$ cat config.mk
export PLATFORM = sky130hd
export DESIGN_NAME = ecdsa_sig_receiver
export DESIGN_NICKNAME = d
export VERILOG_FILES = /design/src/rtl/ecdsa_sig_receiver.sv
export SDC_FILE = /design/constraint.sdc
export NUM_CORES = 1
export LEC_CHECK = 0
export BUFFER_PORTS_ARGS = -buffer_cell sky130_fd_sc_hd__buf_2
export CORE_ASPECT_RATIO = 0.7
export CORE_MARGIN = 5
export CORE_UTILIZATION = 57
export DETAILED_ROUTE_END_ITERATION = 12
export GPL_TIMING_DRIVEN = 0
export PLACE_DENSITY = 0.95
export SETUP_SLACK_MARGIN = 0.05
export SLEW_MARGIN = 20
export SYNTH_ARGS = -nofsm -noshare
export SYNTH_HDL_FRONTEND = slang
export SYNTH_SLANG_ARGS = --single-unit
$ cat constraint.sdc
create_clock -name clk -period 4.4 [get_ports clk]
set_clock_uncertainty 0.2 [all_clocks]
set_input_delay 0.66 -clock clk [delete_from_list [all_inputs] [get_ports clk]]
set_output_delay 0.66 -clock clk [all_outputs]
set_load 0.01 [all_outputs]
$ cat src/rtl/ecdsa_sig_receiver.sv
// Receive end of the sign->verify path: reassembles a streamed (r,s) signature,
// range-checks it against n and runs ECDSA_verify through its go/done handshake.
module ecdsa_sig_receiver #(
  parameter int WIDTH        = 32,
  parameter int KEY_SIZE     = 64,
  parameter int INTEGER_SIZE = 64
) (
  input  logic                    clk,
  input  logic                    rst,
  input  logic                    in_valid,
  input  logic [WIDTH-1:0]        in_data,
  input  logic                    in_last,
  output logic                    in_ready,
  input  logic [INTEGER_SIZE-1:0] n,
  input  logic                    verify_ready,
  output logic                    verify_go,
  input  logic                    verify_done,
  input  logic                    verified,
  output logic [KEY_SIZE-1:0]     r_out,
  output logic [KEY_SIZE-1:0]     s_out,
  output logic                    result_valid,
  output logic                    result_pass,
  output logic                    err_range,
  output logic                    err_framing,
  output logic                    busy
);

  localparam int WORDS = KEY_SIZE / WIDTH;
  localparam int FRAME = 2 * WORDS;
  localparam int CNT_W = $clog2(FRAME);
  localparam logic [CNT_W-1:0] LAST_IDX = CNT_W'(FRAME - 1);

  typedef enum logic [2:0] {
    RECV,
    DRAIN,
    CHECK,
    WAIT_RDY,
    GO,
    REPORT
  } state_t;

  state_t                  state, state_next;
  logic [CNT_W-1:0]        cnt, cnt_next;
  logic [KEY_SIZE-1:0]     r_q, s_q;
  logic                    pass_q;
  logic                    framing_q, range_q;
  logic                    store_word, framing_set, range_set;
  logic [INTEGER_SIZE-1:0] r_ext, s_ext;
  logic                    range_bad;

  assign r_ext     = INTEGER_SIZE'(r_q);
  assign s_ext     = INTEGER_SIZE'(s_q);
  assign range_bad = (r_q == '0) || (s_q == '0) || (r_ext >= n) || (s_ext >= n);

  always_ff @(posedge clk or negedge rst) begin
    if (!rst) begin
      state     <= RECV;
      cnt       <= '0;
      r_q       <= '0;
      s_q       <= '0;
      pass_q    <= 1'b0;
      framing_q <= 1'b0;
      range_q   <= 1'b0;
    end else begin
      state     <= state_next;
      cnt       <= cnt_next;
      framing_q <= framing_set;
      range_q   <= range_set;
      if (state == CHECK)
        pass_q <= 1'b0;
      else if (state == GO && verify_done)
        pass_q <= verified;
      // Words land LS-first: indices 0..WORDS-1 fill r, the rest fill s.
      if (store_word) begin
        for (int i = 0; i < WORDS; i++) begin
          if (cnt == CNT_W'(i))         r_q[i*WIDTH +: WIDTH] <= in_data;
          if (cnt == CNT_W'(i + WORDS)) s_q[i*WIDTH +: WIDTH] <= in_data;
        end
      end
    end
  end

  always_comb begin
    state_next  = state;
    cnt_next    = cnt;
    store_word  = 1'b0;
    framing_set = 1'b0;
    range_set   = 1'b0;
    unique case (state)
      RECV: begin
        if (in_valid) begin
          store_word = 1'b1;
          if (cnt == LAST_IDX) begin
            cnt_next = '0;
            if (in_last) begin
              state_next = CHECK;
            end else begin
              framing_set = 1'b1;
              state_next  = DRAIN;
            end
          end else if (in_last) begin
            framing_set = 1'b1;
            cnt_next    = '0;
          end else begin
            cnt_next = cnt + CNT_W'(1);
          end
        end
      end
      DRAIN: begin
        if (in_valid && in_last) state_next = RECV;
      end
      CHECK: begin
        if (range_bad) begin
          range_set  = 1'b1;
          state_next = REPORT;
        end else if (verify_ready) begin
          state_next = GO;
        end else begin
          state_next = WAIT_RDY;
        end
      end
      WAIT_RDY: begin
        if (verify_ready) state_next = GO;
      end
      GO: begin
        if (verify_done) state_next = REPORT;
      end
      REPORT: state_next = RECV;
      default: state_next = RECV;
    endcase
  end

  // Reset holds state in RECV, so only in_ready needs explicit gating by rst.
  assign in_ready     = rst && (state == RECV || state == DRAIN);
  assign verify_go    = (state == GO);
  assign result_valid = (state == REPORT);
  assign result_pass  = (state == REPORT) && pass_q;
  assign err_range    = range_q;
  assign err_framing  = framing_q;
  assign busy         = (state != RECV);
  assign r_out        = r_q;
  assign s_out        = s_q;

endmodule

; After elaboration in Yosys (flattened, before gate mapping)
; Cells that the tools add are included.
[word_totals]
elab_cells = 67
output_inout_bits = 135
reg_bits = 136
in_bits = 103
[op_classes]
n_mux = 22
reduce_logical = 20
n_eq_ne = 13
order_cmp = 2
n_addsub = 1
[ops]
columns = operator, n
row1 = greater-or-equal comparator 64 bit, 2
row2 = zero test 64 bit, 2
row3 = 2-to-1 mux 3 bit, 7
row4 = one-hot mux 3 bit (5 select lines), 1
row5 = 2-to-1 mux 1 bit, 11
row6 = AND reduction 2 bit, 5
row7 = "!= test 2 bit, second input constant", 4
row8 = "equality test 3 x 2 -> 1 bit, second input constant", 2
row9 = "equality test 3 bit, second input constant", 2
row10 = 2-to-1 mux 2 bit, 3
row11 = AND reduction 5 bit, 1
row12 = "equality test 2 bit, second input constant", 2
row13 = logical AND 1 bit, 4
row14 = logical OR 1 bit, 4
row15 = "equality test 3 x 1 -> 1 bit, second input constant", 1
row16 = zero test 3 bit, 1
row17 = nonzero test 3 bit, 1
row18 = "adder 2 x 1 -> 2 bit, second input constant", 1
row19 = "equality test 2 x 1 -> 1 bit, second input constant", 1
row20 = zero test 2 bit, 1
row21 = "!= test 2 x 1 -> 1 bit, second input constant", 1
row22 = nonzero test 2 bit, 1

; Depth between registers and ports, before layout
[depth]
word_depth = 6
depth_mapped = 10
depth_no_buf = 10

; Worst setup path after synthesis
; Ideal clock, no wire load.
[synth_timing]
kind = input port to flip-flop
start = in n[17]
end = reg state[2]
slack_ns = 1.681
required_time_ns = 4.076
path_stages = 10
path_buffers = 0
setup_time_ns = 0.124
arrival_ns = 2.395
path_cell_list = inv_1 > ha_1 > a21oi_1 > o21ai_1 > a221o_1 > a2111oi_2 > o21ai_1 > and4b_4 > nor4_2 > o21bai_1
[synth_via]
elab_chain_cells = 5
[synth_rtl]
columns = element, line_no
row1 = "start, declared", 14  ; input logic [INTEGER_SIZE-1:0] n,
row2 = greater-or-equal comparator 64 bit, 53  ; assign range_bad = (r_q == '0) || (s_q == '0) || (r_ext >= n) || (s_ext >= n);
row3 = logical OR 1 bit, 53
row4 = logical OR 1 bit *, 53
row5 = 2-to-1 mux 3 bit *, 113  ; if (range_bad) begin
row6 = one-hot mux 3 bit (5 select lines) *, 89  ; unique case (state)
row7 = "end signal, assigned", 65  ; state <= state_next;
row8 = "end, declared", 42  ; state_t state, state_next;
; Every way passes the cells marked *; elsewhere a longest branch is shown, timed or not.
; A chain may end at the register's enable or synchronous reset.

; Worst setup path after layout
[layout_timing]
start = reg r_q[63] (netlist: r_out[63])
end = reg state[2]
[layout_via]
elab_chain_cells = 6
[layout_rtl]
columns = element, line_no
row1 = "start, declared", 44  ; logic [KEY_SIZE-1:0] r_q, s_q;
row2 = "start signal, assigned by index", 76  ; if (cnt == CNT_W'(i)) r_q[i*WIDTH +: WIDTH] <= in_data;
row3 = branches (longest 2 deep; another with greater-or-equal comparator 64 bit), --
row4 = logical OR 1 bit * (2 in a row), 53
row5 = 2-to-1 mux 3 bit *, 113
row6 = one-hot mux 3 bit (5 select lines) *, 89
; Every way passes the cells marked *.

==> flow_metrics.env <==
export IMPL_cp_end_kind="flop"
export IMPL_finalSetupTns_ns=0
export IMPL_clkSinkCount=136
export IMPL_drive_gt1_frac=0.400
export IMPL_rows=37
export IMPL_hold_buffers=0
export IMPL_critPathKind="flop to flop"
export IMPL_vias=7640
export IMPL_h_tree_depth=4
export IMPL_slew_headroom=0.237
export IMPL_synthFlopType="dfrtp_1"
export IMPL_vdd_drop_max_v=0.000369
export IMPL_drtIter0Drc=617
export IMPL_synth_fp_nets=1001
export IMPL_p_leak_nw=5.55
export IMPL_area_growth_pct=24.8
export IMPL_final_cell_mix="249 x buf_2, 136 x dfrtp_1, 132 x ha_1"
export IMPL_drc=0
export IMPL_dr_pass1_iters=5
export IMPL_die_x_um=156
export IMPL_setup_viol=0
export IMPL_synthArstFlopShare=1.00
export IMPL_worst_pin_slew_ns=1.13
export IMPL_dp_hpwl_mm=22.0
export IMPL_grt_overflow_total=0
export IMPL_cts_tree="yes"
export IMPL_worstSkewPairLatency_ns=0.42
export IMPL_cp_arrival_ns=3.56
export IMPL_p_per_area_nw_per_um2=718
export IMPL_timing_final_crit_share=0.785
export IMPL_rsz0062_at_grt="no"
export IMPL_cp_start_kind="flop"
export IMPL_postSynthCellCount=766
export IMPL_grt_pass1_wl_mm=42.1
export IMPL_avgSynthCellArea_um2=11.1
export IMPL_seq_area_frac_synth=0.402
export IMPL_post_cts_setup_buffers=0
export IMPL_slew_violations=0
export IMPL_worst_slack_ns=0.947
export IMPL_cts_root_buf="clkbuf_16"
export IMPL_grt_total_usage=0.311
export IMPL_cts_clk_slew_worst_paths_ns=0.06
export IMPL_initial_core_util=0.579
export IMPL_status="finished clean"
export IMPL_first_global_vias=7637
export IMPL_cts_resized=0
export IMPL_cts_made_buffers=17
export IMPL_gp_congestion=0.938
export IMPL_antenna_found_initial=2
export IMPL_portBuffers=237
export IMPL_final_common_cell="buf_2"
export IMPL_synth_seq_cells=136
export IMPL_nets=1258
export IMPL_vias_per_cell=6.20
export IMPL_required_ns=4.51
export IMPL_hold_path_class="input port to async pin"
export IMPL_drv_cap=0
export IMPL_hold_viol_final=0
export IMPL_fmax_ghz=0.290
export IMPL_yosys_cell_types_count=45
export IMPL_synth_edf_count=0
export IMPL_yosys_warnings=0
export IMPL_wl_per_cell_um=22.2
export IMPL_rr_worst_depth=7
export IMPL_period_needed_ns=3.45
export IMPL_design_core_area_um2=14600
export IMPL_dp_slack_ns=0.776
export IMPL_ios=238
export IMPL_synth_area_um2=8470
export IMPL_grt_max_degree=80
export IMPL_antenna_left=0
export IMPL_crit_fanout=4
export IMPL_wirelength_mm=27.4
export IMPL_die_height_um=112
export IMPL_clockBufferDepth=2
export IMPL_die_area_um2=17400
## cell families after synthesis
group / synth area share
DFF: 0.402
buffers and inverters: 0.0411
adders and majority gates: 0.195
xor gates and xnor gates: 0.00103
and+or+nand+nor: 0.113
muxes: 0.170
AOI/OAI and AO/OA: 0.0782
## registers in the layout (all words and copies together) (netlist names)
register	count
s_out	64
r_out	64
cnt	2
pass_q	1
err_framing	1
err_range	1
state	3
## worst paths after layout
path                                  startpoint                    end  slack (ns)
setup reg to reg           r_out[63]$_DFFE_PN0P_   state[2]$_DFFE_PN0P_        0.95
max in group asynchronous                    rst  r_out[60]$_DFFE_PN0P_        3.27
min in group clk                      in_data[8]  s_out[40]$_DFFE_PN0P_        0.33
hold reg to reg            r_out[21]$_DFFE_PN0P_  r_out[21]$_DFFE_PN0P_        0.37
hold / removal                               rst  r_out[49]$_DFFE_PN0P_        0.02
setup / recovery           r_out[63]$_DFFE_PN0P_   state[2]$_DFFE_PN0P_        0.95
## cells in the mapped netlist (all sizes together) (2+ instances only)
master	number	area (um2)
buf	13	65.1
nand3	23	115
a211oi	7	52.6
a21oi	46	230
nor3	14	70.1
nand4	31	194
and3	4	25.0
ha	132	1650
and4	5	43.8
dfrtp	136	3400
a211o	2	17.5
a21boi	3	22.5
o21ai	19	95.1
mux2	128	1440
nand2b	3	18.8
nor2	18	70.1
a221oi	3	26.3
a2111oi	2	23.8
nor4	37	238
nand2	34	128
clkbuf	3	12.5
a221o	2	20.0
and2	2	12.5
inv	72	270
a21o	11	82.6
o2111ai	2	17.5
## per-stage QoR
stage / area, um2 / total power, mW / utilization / hold WS (ns) / std cells
floorplan: 8470 / 4.46 / - / 0.164 / 766
global placement: 9900 / 5.77 / 0.677 / 0.331 / 1198
detailed placement: 9940 / 5.98 / 0.679 / 0.349 / 1199
CTS: 10600 / 7.53 / 0.722 / 0.0393 / 1230
global route: 10600 / 8.05 / 0.723 / 0.0546 / 1232
finish: 10600 / 7.59 / 0.723 / 0.0167 / 1232
## routing by layer
metal | part of all wire | vias to the layer above | track usage
li1 | - | 3378 | -
met1 | 0.42 | 3704 | 0.443
met2 | 0.45 | 488 | 0.472
met3 | 0.11 | 70 | 0.0750
met4 | 0.026 | 0 | 0.0945
met5 | 0 | - | 0
## critical path, cell delays in order, from the launching register on
cell and delay (ns):
dfrtp_1 0.42, ha_1 0.34, nand4_1 0.28, nor4_1 1.04, o311ai_0 0.50, nand4_1 0.30
nor4_2 0.06, o21bai_1 0.22
## power by group
part           internal (mW)  switching, mW
Combinational           1.61           1.78
Clock                  0.977          0.553
Sequential              1.85          0.818
## final cells by class
cell class	count	area, um2
Sequential cell	136	3400
Timing Repair Buffer	238	1220
Inverter	72	270
Clock inverter	11	173
Fill cell	1063	4060
Clock buffer	20	457
Antenna cell	2	5.00
Buffer	16	77.6
Multi-Input combinational cell	542	4720
Tap cell	195	244
No activity file was read; power rests on OpenSTA's default activity.
